[config.mk]
export PLATFORM = sky130hd
export DESIGN_NAME = pc_fetch_unit
export DESIGN_NICKNAME = d
export VERILOG_FILES = /design/src/rtl/mips_pkg.sv /design/src/rtl/next_pc_sel.sv /design/src/rtl/pc_fetch_unit.sv
export SDC_FILE = /design/constraint.sdc
export NUM_CORES = 1
export LEC_CHECK = 0
export CAP_MARGIN = 20
export CORE_MARGIN = 8
export CORE_UTILIZATION = 40
export DETAILED_ROUTE_END_ITERATION = 10
export DONT_BUFFER_PORTS = 1
export GPL_ROUTABILITY_DRIVEN = 0
export SETUP_SLACK_MARGIN = 0.05
export SYNTH_ARGS = -nofsm -noshare
export SYNTH_HDL_FRONTEND = slang
export SYNTH_SLANG_ARGS = --single-unit
[constraint.sdc]
create_clock -name clk -period 4.1 [get_ports clk]
set_clock_uncertainty 0.15 [all_clocks]
set_input_delay 0.205 -clock clk [delete_from_list [all_inputs] [get_ports clk]]
set_output_delay 0.205 -clock clk [all_outputs]
set_load 0.01 [all_outputs]
[src/rtl/mips_pkg.sv]
// Shared types and constants for the MIPS fetch stage: FSM state encoding,
// datapath width, the opcodes used to build instruction words, and the reset PC.
package mips_pkg;

  localparam int WORD_W = 32;

  localparam logic [31:0] RESET_PC_DEFAULT = 32'h0000_0000;

  localparam logic [5:0] OP_J   = 6'b000010;
  localparam logic [5:0] OP_BEQ = 6'b000100;

  typedef enum logic [1:0] {
    FETCH_BOOT  = 2'd0,
    FETCH_RUN   = 2'd1,
    FETCH_STALL = 2'd2,
    FETCH_HALT  = 2'd3
  } fetch_state_t;

  // Sign-extended branch immediate, already scaled from words to bytes.
  function automatic logic [WORD_W-1:0] branch_offset(input logic [15:0] imm);
    return {{14{imm[15]}}, imm, 2'b00};
  endfunction

endpackage

[src/rtl/next_pc_sel.sv]
// Combinational next-PC computation: sequential, branch and jump targets and
// the jump > branch > sequential priority mux. No state lives here.
module next_pc_sel
  import mips_pkg::*;
(
  input  logic [WORD_W-1:0] pc,
  input  logic              branch_taken,
  input  logic [15:0]       branch_imm,
  input  logic              jump,
  input  logic [25:0]       jump_target,
  output logic [WORD_W-1:0] pc_plus4,
  output logic [WORD_W-1:0] next_pc
);

  logic [WORD_W-1:0] branch_addr;
  logic [WORD_W-1:0] jump_addr;

  always_comb begin
    pc_plus4    = pc + 32'd4;
    branch_addr = pc_plus4 + branch_offset(branch_imm);
    // Jumps stay inside the 256 MB region of the delay-slot address.
    jump_addr   = {pc_plus4[31:28], jump_target, 2'b00};
    next_pc     = pc_plus4;
    if (jump) begin
      next_pc = jump_addr;
    end else if (branch_taken) begin
      next_pc = branch_addr;
    end
  end

endmodule

[src/rtl/pc_fetch_unit.sv]
// PC register, fetch FSM and retired-fetch counter feeding instruction memory.
// Define FETCH_COUNT_EN to build the fetch_count register; otherwise it reads 0.
module pc_fetch_unit
  import mips_pkg::*;
#(
  parameter logic [31:0] RESET_PC   = RESET_PC_DEFAULT,
  parameter int          IMEM_BYTES = 4096
) (
  input  logic               clk,
  input  logic               rst,
  input  logic               stall,
  input  logic               halt_req,
  input  logic               branch_taken,
  input  logic [15:0]        branch_imm,
  input  logic               jump,
  input  logic [25:0]        jump_target,
  output logic [WORD_W-1:0]  imem_address,
  input  logic [WORD_W-1:0]  imem_instruction,
  output logic [WORD_W-1:0]  instruction,
  output logic [WORD_W-1:0]  pc,
  output logic [WORD_W-1:0]  pc_plus4,
  output logic               valid,
  output logic               halted,
  output logic               fault,
  output logic [WORD_W-1:0]  fetch_count,
  output fetch_state_t       fetch_state
);

  logic [WORD_W-1:0] next_pc;
  logic              out_of_range;
  logic              pc_advance;

  next_pc_sel u_next_pc_sel (
    .pc           (pc),
    .branch_taken (branch_taken),
    .branch_imm   (branch_imm),
    .jump         (jump),
    .jump_target  (jump_target),
    .pc_plus4     (pc_plus4),
    .next_pc      (next_pc)
  );

  // 33-bit compare so a PC near 2^32 cannot wrap back into range.
  always_comb begin
    out_of_range = ({1'b0, pc} + 33'd3) >= 33'(IMEM_BYTES);
    pc_advance   = (fetch_state == FETCH_RUN) && !halt_req && !out_of_range && !stall;
    valid        = ((fetch_state == FETCH_RUN) && !out_of_range) || (fetch_state == FETCH_STALL);
    halted       = (fetch_state == FETCH_HALT);
    instruction  = valid ? imem_instruction : '0;
    imem_address = pc;
  end

  always_ff @(posedge clk or posedge rst) begin
    if (rst) begin
      fetch_state <= FETCH_BOOT;
      pc          <= RESET_PC;
      fault       <= 1'b0;
    end else begin
      case (fetch_state)
        FETCH_BOOT: fetch_state <= FETCH_RUN;
        FETCH_RUN: begin
          if (halt_req) begin
            fetch_state <= FETCH_HALT;
          end else if (out_of_range) begin
            fetch_state <= FETCH_HALT;
            fault       <= 1'b1;
          end else if (stall) begin
            fetch_state <= FETCH_STALL;
          end else begin
            pc <= next_pc;
          end
        end
        FETCH_STALL: begin
          // Control-flow inputs are ignored here; leaving STALL refetches pc.
          if (halt_req) begin
            fetch_state <= FETCH_HALT;
          end else if (!stall) begin
            fetch_state <= FETCH_RUN;
          end
        end
        default: fetch_state <= FETCH_HALT;
      endcase
    end
  end

`ifdef FETCH_COUNT_EN
  always_ff @(posedge clk or posedge rst) begin
    if (rst) begin
      fetch_count <= '0;
    end else if (pc_advance) begin
      fetch_count <= fetch_count + 32'd1;
    end
  end
`else
  assign fetch_count = '0;
`endif

endmodule

* Yosys cells after proc, flatten, opt, wreduce, memory -nomap -nowiden
Cells that the tools add are included.
** Cells by class
- Equality and inequality tests :: 5
- $lt $le $gt $ge :: 1
- Add/sub/neg operators :: 3
- Bitwise operators :: 3
- Muxes and demuxes :: 9
- Reductions and logical operators :: 7
** Operators by type and width (count)
- $mux W32 :: 3
- $add A32 B2 Y33 const B :: 1
- $ge A33 B13 Y1 const B :: 1
- $add A32 B3 Y32 const B :: 1
- $add A32 B32 Y32 :: 1
- $mux W2 :: 5
- $pmux W2 S3 :: 1
- $eq A2 B2 Y1 const B :: 2
- $ne A4 B4 Y1 const B :: 1
- $reduce_and A4 Y1 :: 1
- $ne A3 B3 Y1 const B :: 1
- $not A1 Y1 :: 3
- $reduce_and A3 Y1 :: 1
- $eq A2 B1 Y1 const B :: 1
- $logic_not A2 Y1 :: 1
- $reduce_and A2 Y1 :: 1
- $logic_and A1 B1 Y1 :: 1
- $logic_not A1 Y1 :: 1
- $logic_or A1 B1 Y1 :: 1
** Word-level totals
- Word-level logic and storage cells :: 31
- Register bits :: 35
- Output and inout bits :: 165
- Input port bits :: 80

* Longest topological paths before layout
Gate-level depths: netlist of the first run.
- Depth in word-level cells :: 6
- Depth in mapped cells :: 17
- Depth with buffers taken out :: 15

* Hierarchy
From an unflattened synthesis of the first run, not the netlist that was laid out.
** Second synthesis, totals
- Cells, all modules :: 655
- Area, all modules :: 5056.1 µm²
** By module, submodules not included
- next_pc_sel :: instances 1, area each 2650.0 µm², sequential area each 0.0 µm², cells each 403
- pc_fetch_unit :: instances 1, area each 2406.1 µm², sequential area each 875.8 µm², cells each 252

* Worst setup path after synthesis of the first run
No wires, ideal clock.
- Path type :: register to register
- Start point :: register pc[10] (netlist: imem_address[10])
- End point :: register pc[30] (netlist: imem_address[30])
- Period minus slack after synthesis :: 3811 ps
- Data required time :: 3830 ps
- Setup slack :: 289 ps
- Setup time :: 120 ps
- Path buffers :: 2
- Stages on the path, launching flop included :: 18
- Arrival time :: 3540 ps
- Path through :: dfrtp_1 and4_4 nand4_4 nor4_4 and3_1 and3_1 buf_6 nand3_1 xnor2_1 ha_1 clkbuf_1 a21o_1 a21oi_1 nand2b_1 o21a_1 a211oi_1 or3_1 a41o_1
** Between the ends
- Word-level cells in the longest chain between the ends :: 4
- Elaborated cells between the ends (all ways) :: 8
- Those cells by class :: add/sub: 3; order compare: 1; mux: 2; bitwise: 1; reduce/logical: 1
** RTL lines
- from (decl) :: line pc_fetch_unit.sv:20 : output logic [WORD_W-1:0] pc,
- from (signal assigned) :: line pc_fetch_unit.sv:70 : pc <= next_pc;
- $add A32 B3 Y32 :: line next_pc_sel.sv:19 : pc_plus4 = pc + 32'd4;
- net pc_plus4[24] :: line pc_fetch_unit.sv:21 : output logic [WORD_W-1:0] pc_plus4,
- $add A32 B32 Y32 :: line next_pc_sel.sv:20 : branch_addr = pc_plus4 + branch_offset(branch_imm);
- $mux W32 :: line next_pc_sel.sv:26 : end else if (branch_taken) begin
- $mux W32 :: line next_pc_sel.sv:24 : if (jump) begin
The timed path passes the listed nets, and every way through them passes these cells.
A chain may end at the register's enable or synchronous reset.

* Worst setup path in the final report of the first run
- Start point :: register pc[2] (netlist: imem_address[2])
- End point :: register pc[30] (netlist: imem_address[30])
** Between the ends
- Word-level cells in the longest chain between the ends :: 4
- Elaborated cells between the ends (all ways) :: 8
- Those cells by class :: add/sub: 3; order compare: 1; mux: 2; bitwise: 1; reduce/logical: 1
** RTL lines (line)
- $add A32 B3 Y32 / $add A32 B2 Y33 (equally long branches) :: next_pc_sel.sv:19, pc_fetch_unit.sv:45
- $add A32 B32 Y32 / $ge A33 B13 Y1 (equally long branches) :: next_pc_sel.sv:20, pc_fetch_unit.sv:45
- $mux W32 / $not A1 Y1 (equally long branches)
- $mux W32 / $reduce_and A4 Y1 (equally long branches)
Several ways; a longest one is shown, not always the timed one.

==> reports/qor.csv, run 1 <==
stage,metric,value,unit
worst_setup_path,number of cells on the critical path,14,
logic_synthesis,Post-synth top cells,"buf_4 (68), a21oi_1 (44), nor2_1 (36)",
routing,wire length on met2,7390,um
min_path,HP Class,primary input to flip-flop,
routing,via count,4129,
logic_synthesis,Syn Area/Cell,7.83,sq um
floorplan,# IOs,245,
worst_setup_path,RR Startpoint,imem_address[2],
logic_synthesis,Cell variety after synth,63,
logic_synthesis,XOR/XNOR Fraction of Synth Area,10.3,%
clocking,clk_lat worst skew,300,ps
clocking,CTS Buf Count,5,
power_and_ir_drop,P_leak,2.26,nW
final_layout,register area,826,sq um
clocking,Worst-path clk slew,80,ps
sta,Slew @ Worst Pin,1060,ps
worst_setup_path,Critical-path top delay cell,dfrtp_1,
worst_setup_path,CP top delay family,simple AND/OR/NAND/NOR gates,
logic_synthesis,Synth Area in Compound Gates,22.6,%
worst_setup_path,cells along the critical path,"buf_4, and3_1, nand3_1, nor3_2, nand3_1, xnor2_2, ha_1, a21o_1, a22o_1, a31oi_4, o21a_1, a211oi_1, or3_1, a41o_1",
worst_setup_path,Worst Path Max Fanout,6,
logic_synthesis,Yosys Warn Count,0,
logic_synthesis,main combinational cell family by area after synthesis,compound AO/OA/AOI/OAI gates,
place,Final HPWL DP,12100,um
logic_synthesis,"EDFF count, synth",0,
final_layout,P&R area growth vs syn,11.6,%
power_and_ir_drop,pwr dens,209,nW/um^2
floorplan,Core Area,10700,sq um
final_layout,layout cell share with drive strength beyond 1,13.4,%
logic_synthesis,Synth Cell Area,4310,sq um
worst_setup_path,critical path startpoint,imem_address[2],
worst_setup_path,Reg2Reg Capture Point,imem_address[30],
sta,slew margin rel.,29.0,%
worst_setup_path,startpoint types,flip-flop,
routing,M1 WL,6630,um
sta,"Hold Vio Cnt, Final",0,
power_and_ir_drop,worst vdd ir,108,uV
floorplan,die height,120,um
logic_synthesis,ys flop type,dfrtp_1,
sta,period utilisation layout,94.1,%
floorplan,Rows,38,
clocking,CTS tree,yes,
final_layout,fin cells,725,
logic_synthesis,Yosys top cell by area,dfrtp_1,
sta,final slew viol count,0,
routing,Antenna Violating Nets Remaining,0,
final_layout,Layout Utilization,45.1,%
sta,min Tclk post-route,3860,ps
worst_setup_path,CP bufs+invs,1,
worst_setup_path,FF-to-FF path depth,14,
worst_setup_path,"Top cell by count, worst path",nand3_1,
clocking,H-Tree Depth,2,
grt,initial antenna violation count,0,
logic_synthesis,adder-cell share of the synthesized area,9.18,%
worst_setup_path,worst setup path end,imem_address[30],
floorplan,die area,14300,sq um
place,Placed Cells incl. Taps,689,
clocking,clock net sink count,33,
routing,TritonRoute pass-1 iters,5,
worst_setup_path,Worst Path Arrival,3900,ps
logic_synthesis,Synth async-reset ratio,100,%
worst_setup_path,Slowest Stage Delay on Critical Path,360,ps
routing,starting DRC count in detailed routing,334,
grt,GRT overflow,0,
worst_setup_path,R2R Setup Slk,240,ps
grt,first-pass GRT wire length,24200,um
final_layout,fillcell total,1065,
grt,GRT Overall Usage,21.0,%
routing,drt drc,0,
worst_setup_path,critical path class,flip-flop to flip-flop,
logic_synthesis,"count leader, synth",buf_4,
sta,setup TNS,0,ps
routing,DR top layer,met4,
status,status,finished clean,
floorplan,Die Width,120,um
power_and_ir_drop,Total Power,1.00,mW
logic_synthesis,multiplexer share of the synthesized area,1.39,%
final_layout,nets,694,
worst_setup_path,"Data required, critical path",4140,ps
floorplan,Initial Util,40.4,%
clocking,CTS max path bufs,2,
grt,vias in the first global route,4054,
flow_run,MaxCap Viol Count,0,
routing,via-per-instance ratio,5.70,
routing,met3 WL post-DR,1420,um
worst_setup_path,crit end category,flip-flop,
sta,final setup fails,0,
routing,final wirelength,15700,um
logic_synthesis,#FFs+latches synth,33,
logic_synthesis,Synth Area in Simple Gates,22.5,%
final_layout,area of the multi-input gates,3020,sq um
logic_synthesis,Yosys top cell area share,19.2,%
clocking,CTS root buf,clkbuf_8,
place,Port-buffer cells,0,
sta,RSZ-0062 raised after global routing,false,
sta,f_max,0.259,GHz
logic_synthesis,post-synthesis cell count,550,
grt,largest net degree at the start of global routing,35,
routing,WL/cell,21.7,um
logic_synthesis,sequential share of the synthesized area,19.2,%
logic_synthesis,largest cells by area after synthesis,"dfrtp_1 (19%), buf_4 (12%), ha_1 (8.7%), xnor2_1 (5.5%), a21oi_1 (5.1%)",
-- power by group --
part           internal, mW  switching, mW  leakage, nW  total (mW)
Combinational         0.145          0.207         1.79       0.351
Clock                 0.152          0.141       0.0542       0.293
Sequential            0.336         0.0213        0.419       0.358
-- metrics by stage --
stage          setup slack, ps  cell area [sq um]  hold slack [ps]
2_1_floorplan              289               4440              145
3_3_place_gp               232               4400             72.3
3_5_place_dp               126               4400             86.0
4_1_cts                   73.7               4770            0.416
5_1_grt                   56.6               4800             9.50
6_report                   244               4800             6.82
-- worst register-to-register path: cells and delay by family (launching register included) --
kind,cells,cell delay [ps]
simple gates,5,1280
compound gates,6,1170
fa+ha+maj,1,350
buf+inv,1,170
flops,1,360
xor+xnor,1,270
-- routing by layer --
layer | vias to the layer above | global-route usage (%)
met5 | - | 0
met4 | 0 | 6.09
met3 | 25 | 6.76
met2 | 208 | 34.4
met1 | 1966 | 25.8
li1 | 1930 | -
-- worst min-delay path by stage --
stage / startpoint / endpoint / depth (start not counted)
global placement: rst / fetch_state[0] / 2
finish: jump_target[8] / imem_address[10] / 2
global route: jump_target[8] / imem_address[10] / 2
CTS: jump / imem_address[11] / 2
detailed placement: rst / fault / 2
floorplan: stall / fetch_state[0] / 1
-- flip-flops by register name (all words and copies together) (netlist names) --
signal and flops:
fault 1, fetch_state 2, imem_address 30
-- layout make-up --
| class | instances | share of cell area [%] |
|---|---|---|
| timing repair buffer | 76 | 13.3 |
| tap | 140 | 3.65 |
| inverter | 12 | 0.938 |
| sequential | 33 | 17.2 |
| clock inverter | 1 | 0.104 |
| clock buffer | 7 | 2.01 |
| antenna | 1 | 0.0521 |
| multi-input combinational | 455 | 62.8 |
-- repair_timing --
| item | in CTS | in global routing |
|---|---|---|
| hold buffers | 27 | 0 |
| endpoints found under the hold margin | 57 | 0 |
| setup buffers | 0 | 0 |
| resized for setup | 0 | 9 |
| setup endpoints to repair | 0 | 5 |
-- layout by cell type (no fill, tap or decap), types with 12 or more instances in the layout --
| cell | n |
|---|---|
| conb_1 | 38 |
| ha_1 | 29 |
| a21oi_1 | 43 |
| dfrtp_1 | 33 |
| a21o_1 | 17 |
| buf_4 | 49 |
| and2_1 | 35 |
| nor2_1 | 35 |
| o21bai_1 | 12 |
| xnor2_1 | 26 |
| xor2_1 | 21 |
| nand3_1 | 22 |
| nand2_1 | 34 |
| o21ai_1 | 19 |
| o21ai_0 | 16 |
| a211oi_1 | 14 |
| dlygate4sd3_1 | 27 |
-- logic make-up (layout without fill, tap and decap cells) --
group / after synthesis / in the layout
AO/OA/AOI/OAI: 152 / 152
XOR/XNOR: 50 / 50
adder cells (fa/ha/maj): 31 / 31
buffers and inverters: 99 / 96
flip-flops: 33 / 33
multiplexers: 6 / 6
other: 1 / 39
AND/OR/NAND/NOR: 178 / 178
Power figures use the tool's default switching activity.
==> run 2, diff against run 1 <==
==> constraint.sdc (replaced) <==
create_clock -name clk -period 4.48 [get_ports clk]
set_clock_uncertainty 0.15 [all_clocks]
set_input_delay 0.224 -clock clk [delete_from_list [all_inputs] [get_ports clk]]
set_output_delay 0.224 -clock clk [all_outputs]
set_load 0.01 [all_outputs]
==> run 2 against run 1 <==
- core utilization is 1.0 points lower
- maximum frequency is 7.5% lower
- critical endpoint is now imem_address[27]
- die area is the same
- power is 4.9% lower
- worst hold slack improved by 7.1 ps
- largest power group unchanged
- register-to-register slack improved by 70 ps
- count of clock-buffer cells in the layout unchanged
==> reports/qor.csv, run 2 (same netlist as run 1, synthesis figures left out) <==
stage,metric,value,unit
status,status,finished clean,
floorplan,die area,14300,sq um
routing,via count,4045,
worst_setup_path,CP top delay family,simple AND/OR/NAND/NOR gates,
worst_setup_path,"Data required, critical path",4520,ps
power_and_ir_drop,Total Power,0.953,mW
final_layout,"commonest non-fill, non-tap cells in the layout","a21oi_1 (44), conb_1 (38), nor2_1 (36)",
floorplan,Initial Util,40.4,%
worst_setup_path,RR Startpoint,imem_address[2],
sta,Slew @ Worst Pin,905,ps
routing,via-per-instance ratio,5.70,
sta,slew margin rel.,39.4,%
final_layout,max FFs per register,30,
sta,"Hold Vio Cnt, Final",0,
min_path,Hold Startpoint,branch_taken,
worst_setup_path,critical path class,flip-flop to flip-flop,
routing,final wirelength,15400,um
worst_setup_path,Critical-path top delay cell,dfrtp_1,
worst_setup_path,FF-to-FF path depth,15,
worst_setup_path,Slowest Stage Delay on Critical Path,440,ps
worst_setup_path,Worst Path Arrival,4210,ps
routing,TritonRoute pass-1 iters,5,
final_layout,P&R area growth vs syn,8.98,%
clocking,clk_lat worst skew,310,ps
place,Port-buffer cells,0,
power_and_ir_drop,P_leak,2.19,nW
clocking,Worst-path clk slew,80,ps
routing,starting DRC count in detailed routing,219,
grt,vias in the first global route,3989,
clocking,CTS Buf Count,5,
sta,period utilisation layout,93.0,%
final_layout,layout cell share with drive strength beyond 1,10.2,%
worst_setup_path,crit end category,flip-flop,
clocking,CTS max path bufs,2,
power_and_ir_drop,sequential share of power,34.9,%
worst_setup_path,CP bufs+invs,0,
routing,WL/cell,21.7,um
grt,first-pass GRT wire length,23500,um
clocking,H-Tree Depth,2,
worst_setup_path,R2R Setup Slk,310,ps
sta,f_max,0.240,GHz
routing,drt drc,0,
floorplan,die height,120,um
grt,initial antenna violation count,1,
final_layout,"most common cell after layout, fill and taps aside",a21oi_1,
sta,setup TNS,0,ps
clocking,clock net sink count,33,
min_path,HP Class,primary input to flip-flop,
flow_run,MaxCap Viol Count,0,
clocking,post-CTS setup buffer count,0,
sta,final setup fails,0,
worst_setup_path,startpoint types,flip-flop,
final_layout,nets,679,
place,Final HPWL DP,11800,um
power_and_ir_drop,Comb power frac,32.3,%
power_and_ir_drop,worst vdd ir,108,uV
min_path,Hold Crit Depth,3,
power_and_ir_drop,sw frac,35.2,%
floorplan,Rows,38,
power_and_ir_drop,pwr dens,203,nW/um^2
grt,largest net degree at the start of global routing,35,
clocking,CTS root buf,clkbuf_8,
floorplan,# IOs,245,
floorplan,Die Width,120,um
power_and_ir_drop,clock share of power,32.9,%
clocking,CTS tree,yes,
power_and_ir_drop,Psw,0.336,mW
sta,min Tclk post-route,4170,ps
worst_setup_path,cells along the critical path,"ha_1, nand2_1, nor4_4, and3_1, and3_1, xor2_1, ha_1, a21oi_1, o21ai_0, o21ba_2, o21ai_1, a21boi_1, or3_1, a311oi_1, o21bai_1",
power_and_ir_drop,Int Pwr,0.617,mW
sta,final slew viol count,0,
worst_setup_path,Worst Path Max Fanout,6,
min_path,Worst Hold Path EP,imem_address[8],
worst_setup_path,Reg2Reg Capture Point,imem_address[27],
sta,RSZ-0062 raised after global routing,false,
grt,GRT overflow,0,
grt,GRT Overall Usage,20.5,%
floorplan,Core Area,10700,sq um
routing,Antenna Violating Nets Remaining,0,
[run 2: cell type report]
type | count | area [sq um]
inverter | 12 | 45.0
timing repair buffer | 61 | 543
clock buffer | 7 | 86.3
sequential | 33 | 828
clock inverter | 1 | 30.0
antenna | 1 | 2.50
tap | 140 | 175
fill | 1103 | 5960
multi-input combinational | 455 | 2980
[run 2: how the worst max path moves through the flow]
stage          slack [ps]               end  depth (start not counted)        startpoint
2_1_floorplan         670  imem_address[30]                         17  imem_address[10]
3_3_place_gp          400  imem_address[27]                         15   imem_address[7]
3_5_place_dp          290  imem_address[27]                         15   imem_address[7]
4_1_cts               260  imem_address[27]                         15   imem_address[7]
5_1_grt               100  imem_address[21]                         14   imem_address[4]
6_report              310  imem_address[27]                         15   imem_address[2]
[run 2: routing by layer]
layer / track usage, % / vias to the layer above / routed length [um]
met5: 0 / - / 0
met4: 8.27 / 0 / 402
met3: 6.72 / 27 / 1270
met2: 32.8 / 184 / 7240
met1: 25.0 / 1945 / 6480
li1: - / 1889 / -
[run 2: repair_timing]
action                                  in CTS  in global routing
hold buffers                                26                  0
endpoints found under the setup margin       0                  2
gates resized for setup                      0                  2
endpoints found under the hold margin       57                  0
[run 2: power by group through the flow]
stage / Clock, mW / Sequential, mW / Combinational [mW]
2_1_floorplan: 0 / 0.335 / 0.255
3_3_place_gp: 0 / 0.337 / 0.272
3_5_place_dp: 0 / 0.338 / 0.277
4_1_cts: 0.319 / 0.332 / 0.302
5_1_grt: 0.331 / 0.335 / 0.340
6_report: 0.313 / 0.332 / 0.307
[run 2: metrics by stage]
step           std cells  hold slack [ps]  setup slack, ps  cell area, sq um  utilization [%]
2_1_floorplan        587              164              669              4440                -
3_3_place_gp         674              101              398              4280             40.2
3_5_place_dp         674              110              293              4280             40.2
4_1_cts              708           0.0609              256              4660             43.8
5_1_grt              710             12.4              101              4690             44.1
6_report             710             13.9              312              4690             44.1
[run 2: tightest hold or removal path, delay by kind of cell]
kind | cells | cell delay [ps]
compound gates | 3 | 220
==> run 3, diff against run 2 <==
--- a/config.mk
+++ b/config.mk
@@ -5,12 +5,14 @@
 export SDC_FILE = /design/constraint.sdc
 export NUM_CORES = 1
 export LEC_CHECK = 0
+export BUFFER_PORTS_ARGS = -buffer_cell sky130_fd_sc_hd__buf_2
 export CAP_MARGIN = 20
 export CORE_MARGIN = 8
 export CORE_UTILIZATION = 40
 export DETAILED_ROUTE_END_ITERATION = 10
-export DONT_BUFFER_PORTS = 1
 export GPL_ROUTABILITY_DRIVEN = 0
+export PLACE_DENSITY = 0.74
+export REMOVE_ABC_BUFFERS = 1
 export SETUP_SLACK_MARGIN = 0.05
 export SYNTH_ARGS = -nofsm -noshare
 export SYNTH_HDL_FRONTEND = slang
==> run 3 against run 2 <==
- first-iteration DRC count is 27% higher
- global-route usage decreased by 0.41 points
- sequential share of layout area decreased by 1.8 points
- critical path depth stayed put
- combinational power grew 12%
- critical endpoint unchanged
==> reports/qor.csv, run 3 (same netlist as run 1, synthesis figures left out) <==
stage,metric,value,unit
grt,largest net degree at the start of global routing,35,
final_layout,nets,831,
power_and_ir_drop,Psw,0.352,mW
worst_setup_path,Reg2Reg Capture Point,imem_address[27],
sta,slew margin rel.,39.0,%
routing,via-per-instance ratio,5.20,
floorplan,die height,120,um
worst_setup_path,startpoint types,flip-flop,
grt,initial antenna violation count,0,
worst_setup_path,Worst Path Max Fanout,7,
clocking,CTS root buf,clkbuf_8,
power_and_ir_drop,worst vdd ir,123,uV
worst_setup_path,FF-to-FF path depth,15,
power_and_ir_drop,clock share of power,26.0,%
clocking,CTS Buf Count,5,
floorplan,die area,14300,sq um
clocking,H-Tree Depth,2,
grt,GRT Overall Usage,20.1,%
clocking,CTS max path bufs,2,
worst_setup_path,"Data required, critical path",4510,ps
clocking,clock net sink count,33,
final_layout,layout cell share with drive strength beyond 1,32.5,%
floorplan,# IOs,245,
clocking,post-CTS setup buffer count,0,
grt,first-pass GRT wire length,23600,um
sta,Slew @ Worst Pin,911,ps
worst_setup_path,RR Startpoint,imem_address[2],
routing,drt drc,0,
routing,final wirelength,15200,um
min_path,Hold Startpoint,halt_req,
worst_setup_path,R2R Setup Slk,460,ps
sta,min Tclk post-route,4020,ps
sta,RSZ-0062 raised after global routing,false,
clocking,clk_lat worst skew,290,ps
final_layout,P&R area growth vs syn,20.9,%
power_and_ir_drop,Int Pwr,0.558,mW
worst_setup_path,critical path class,flip-flop to flip-flop,
floorplan,Initial Util,40.4,%
final_layout,register area,826,sq um
grt,vias in the first global route,4385,
power_and_ir_drop,Comb power frac,37.7,%
worst_setup_path,crit end category,flip-flop,
final_layout,max FFs per register,30,
floorplan,Core Area,10700,sq um
power_and_ir_drop,Total Power,0.910,mW
floorplan,Rows,38,
sta,final setup fails,0,
place,Port-buffer cells,206,
status,status,finished clean,
routing,starting DRC count in detailed routing,279,
sta,setup TNS,0,ps
power_and_ir_drop,pwr dens,175,nW/um^2
worst_setup_path,Worst Path Arrival,4050,ps
floorplan,Die Width,120,um
place,Final HPWL DP,12400,um
power_and_ir_drop,sw frac,38.7,%
routing,WL/cell,17.6,um
final_layout,ANT cells,0,
clocking,Worst-path clk slew,80,ps
sta,period utilisation layout,89.7,%
power_and_ir_drop,sequential share of power,36.3,%
final_layout,fillcell total,1123,
routing,via count,4480,
routing,Antenna Violating Nets Remaining,0,
sta,setup ws final,459,ps
clocking,CTS tree,yes,
final_layout,"commonest non-fill, non-tap cells in the layout","buf_2 (206), a21oi_1 (44), conb_1 (38)",
min_path,Hold Crit Depth,2,
flow_run,MaxCap Viol Count,0,
min_path,Worst Hold Path EP,fetch_state[0],
final_layout,"most common cell after layout, fill and taps aside",buf_2,
routing,TritonRoute pass-1 iters,4,
sta,"Hold Vio Cnt, Final",0,
place,pre-CTS setup slack,425,ps
power_and_ir_drop,P_leak,2.86,nW
min_path,HP Class,primary input to flip-flop,
sta,f_max,0.249,GHz
final_layout,area of the multi-input gates,2980,sq um
sta,final slew viol count,0,
grt,GRT overflow,0,
## run 3: layout make-up
class	count	share of cell area (%)
Multi-Input combinational cell	455	57.3
Timing Repair Buffer	213	20.9
Sequential cell	33	15.9
Tap cell	140	3.37
Clock buffer	5	1.32
Inverter	12	0.866
Clock inverter	3	0.337
## run 3: through the flow
stage	util, %	hold WS [ps]	instances	instance area (sq um)
floorplan	-	164	500	3850
global placement	47.9	210	851	5100
detailed placement	47.9	216	851	5100
CTS	48.8	17.6	861	5200
global route	48.9	38.4	861	5200
finish	48.9	30.4	861	5200
## run 3: power by group through the flow
stage / registers, mW / clock network (mW) / logic (mW)
floorplan: 0.341 / 0 / 0.202
global placement: 0.334 / 0 / 0.338
detailed placement: 0.335 / 0 / 0.338
CTS: 0.330 / 0.243 / 0.341
global route: 0.333 / 0.256 / 0.379
finish: 0.330 / 0.237 / 0.343
## run 3: worst max-delay path: stages, from the launching register on
cell,delay (ps)
dfrtp_1,460
ha_1,240
nand2_1,160
nor4_4,330
and3_1,220
and3_2,300
xor2_1,240
ha_1,330
a21oi_1,210
o21ai_0,170
o21ba_2,240
o21ai_1,100
a21boi_1,90
or3_1,300
a311oi_1,280
o21bai_1,100
## run 3: worst max path at each step
stage	startpoint	to	cells after the start
4_1_cts	imem_address[2]	imem_address[27]	15
2_1_floorplan	imem_address[10]	imem_address[27]	15
3_5_place_dp	imem_address[2]	imem_address[27]	15
5_1_grt	imem_address[2]	imem_address[27]	15
6_report	imem_address[2]	imem_address[27]	15
3_3_place_gp	imem_address[5]	imem_address[27]	15
## run 3: timing repair
item                                    CTS  global route
hold buffers                              2             0
endpoints found under the setup margin    0             1
resized for setup                         0             1
endpoints found under the hold margin    34             0
## run 3: layer usage
metal  wire length [um]  part of all wire [%]  track usage [%]
met1               6410                    42             25.7
met2               6920                    46             32.3
met3               1680                    11             6.95
met4                157                   1.0             3.83
met5                  0                     0                0
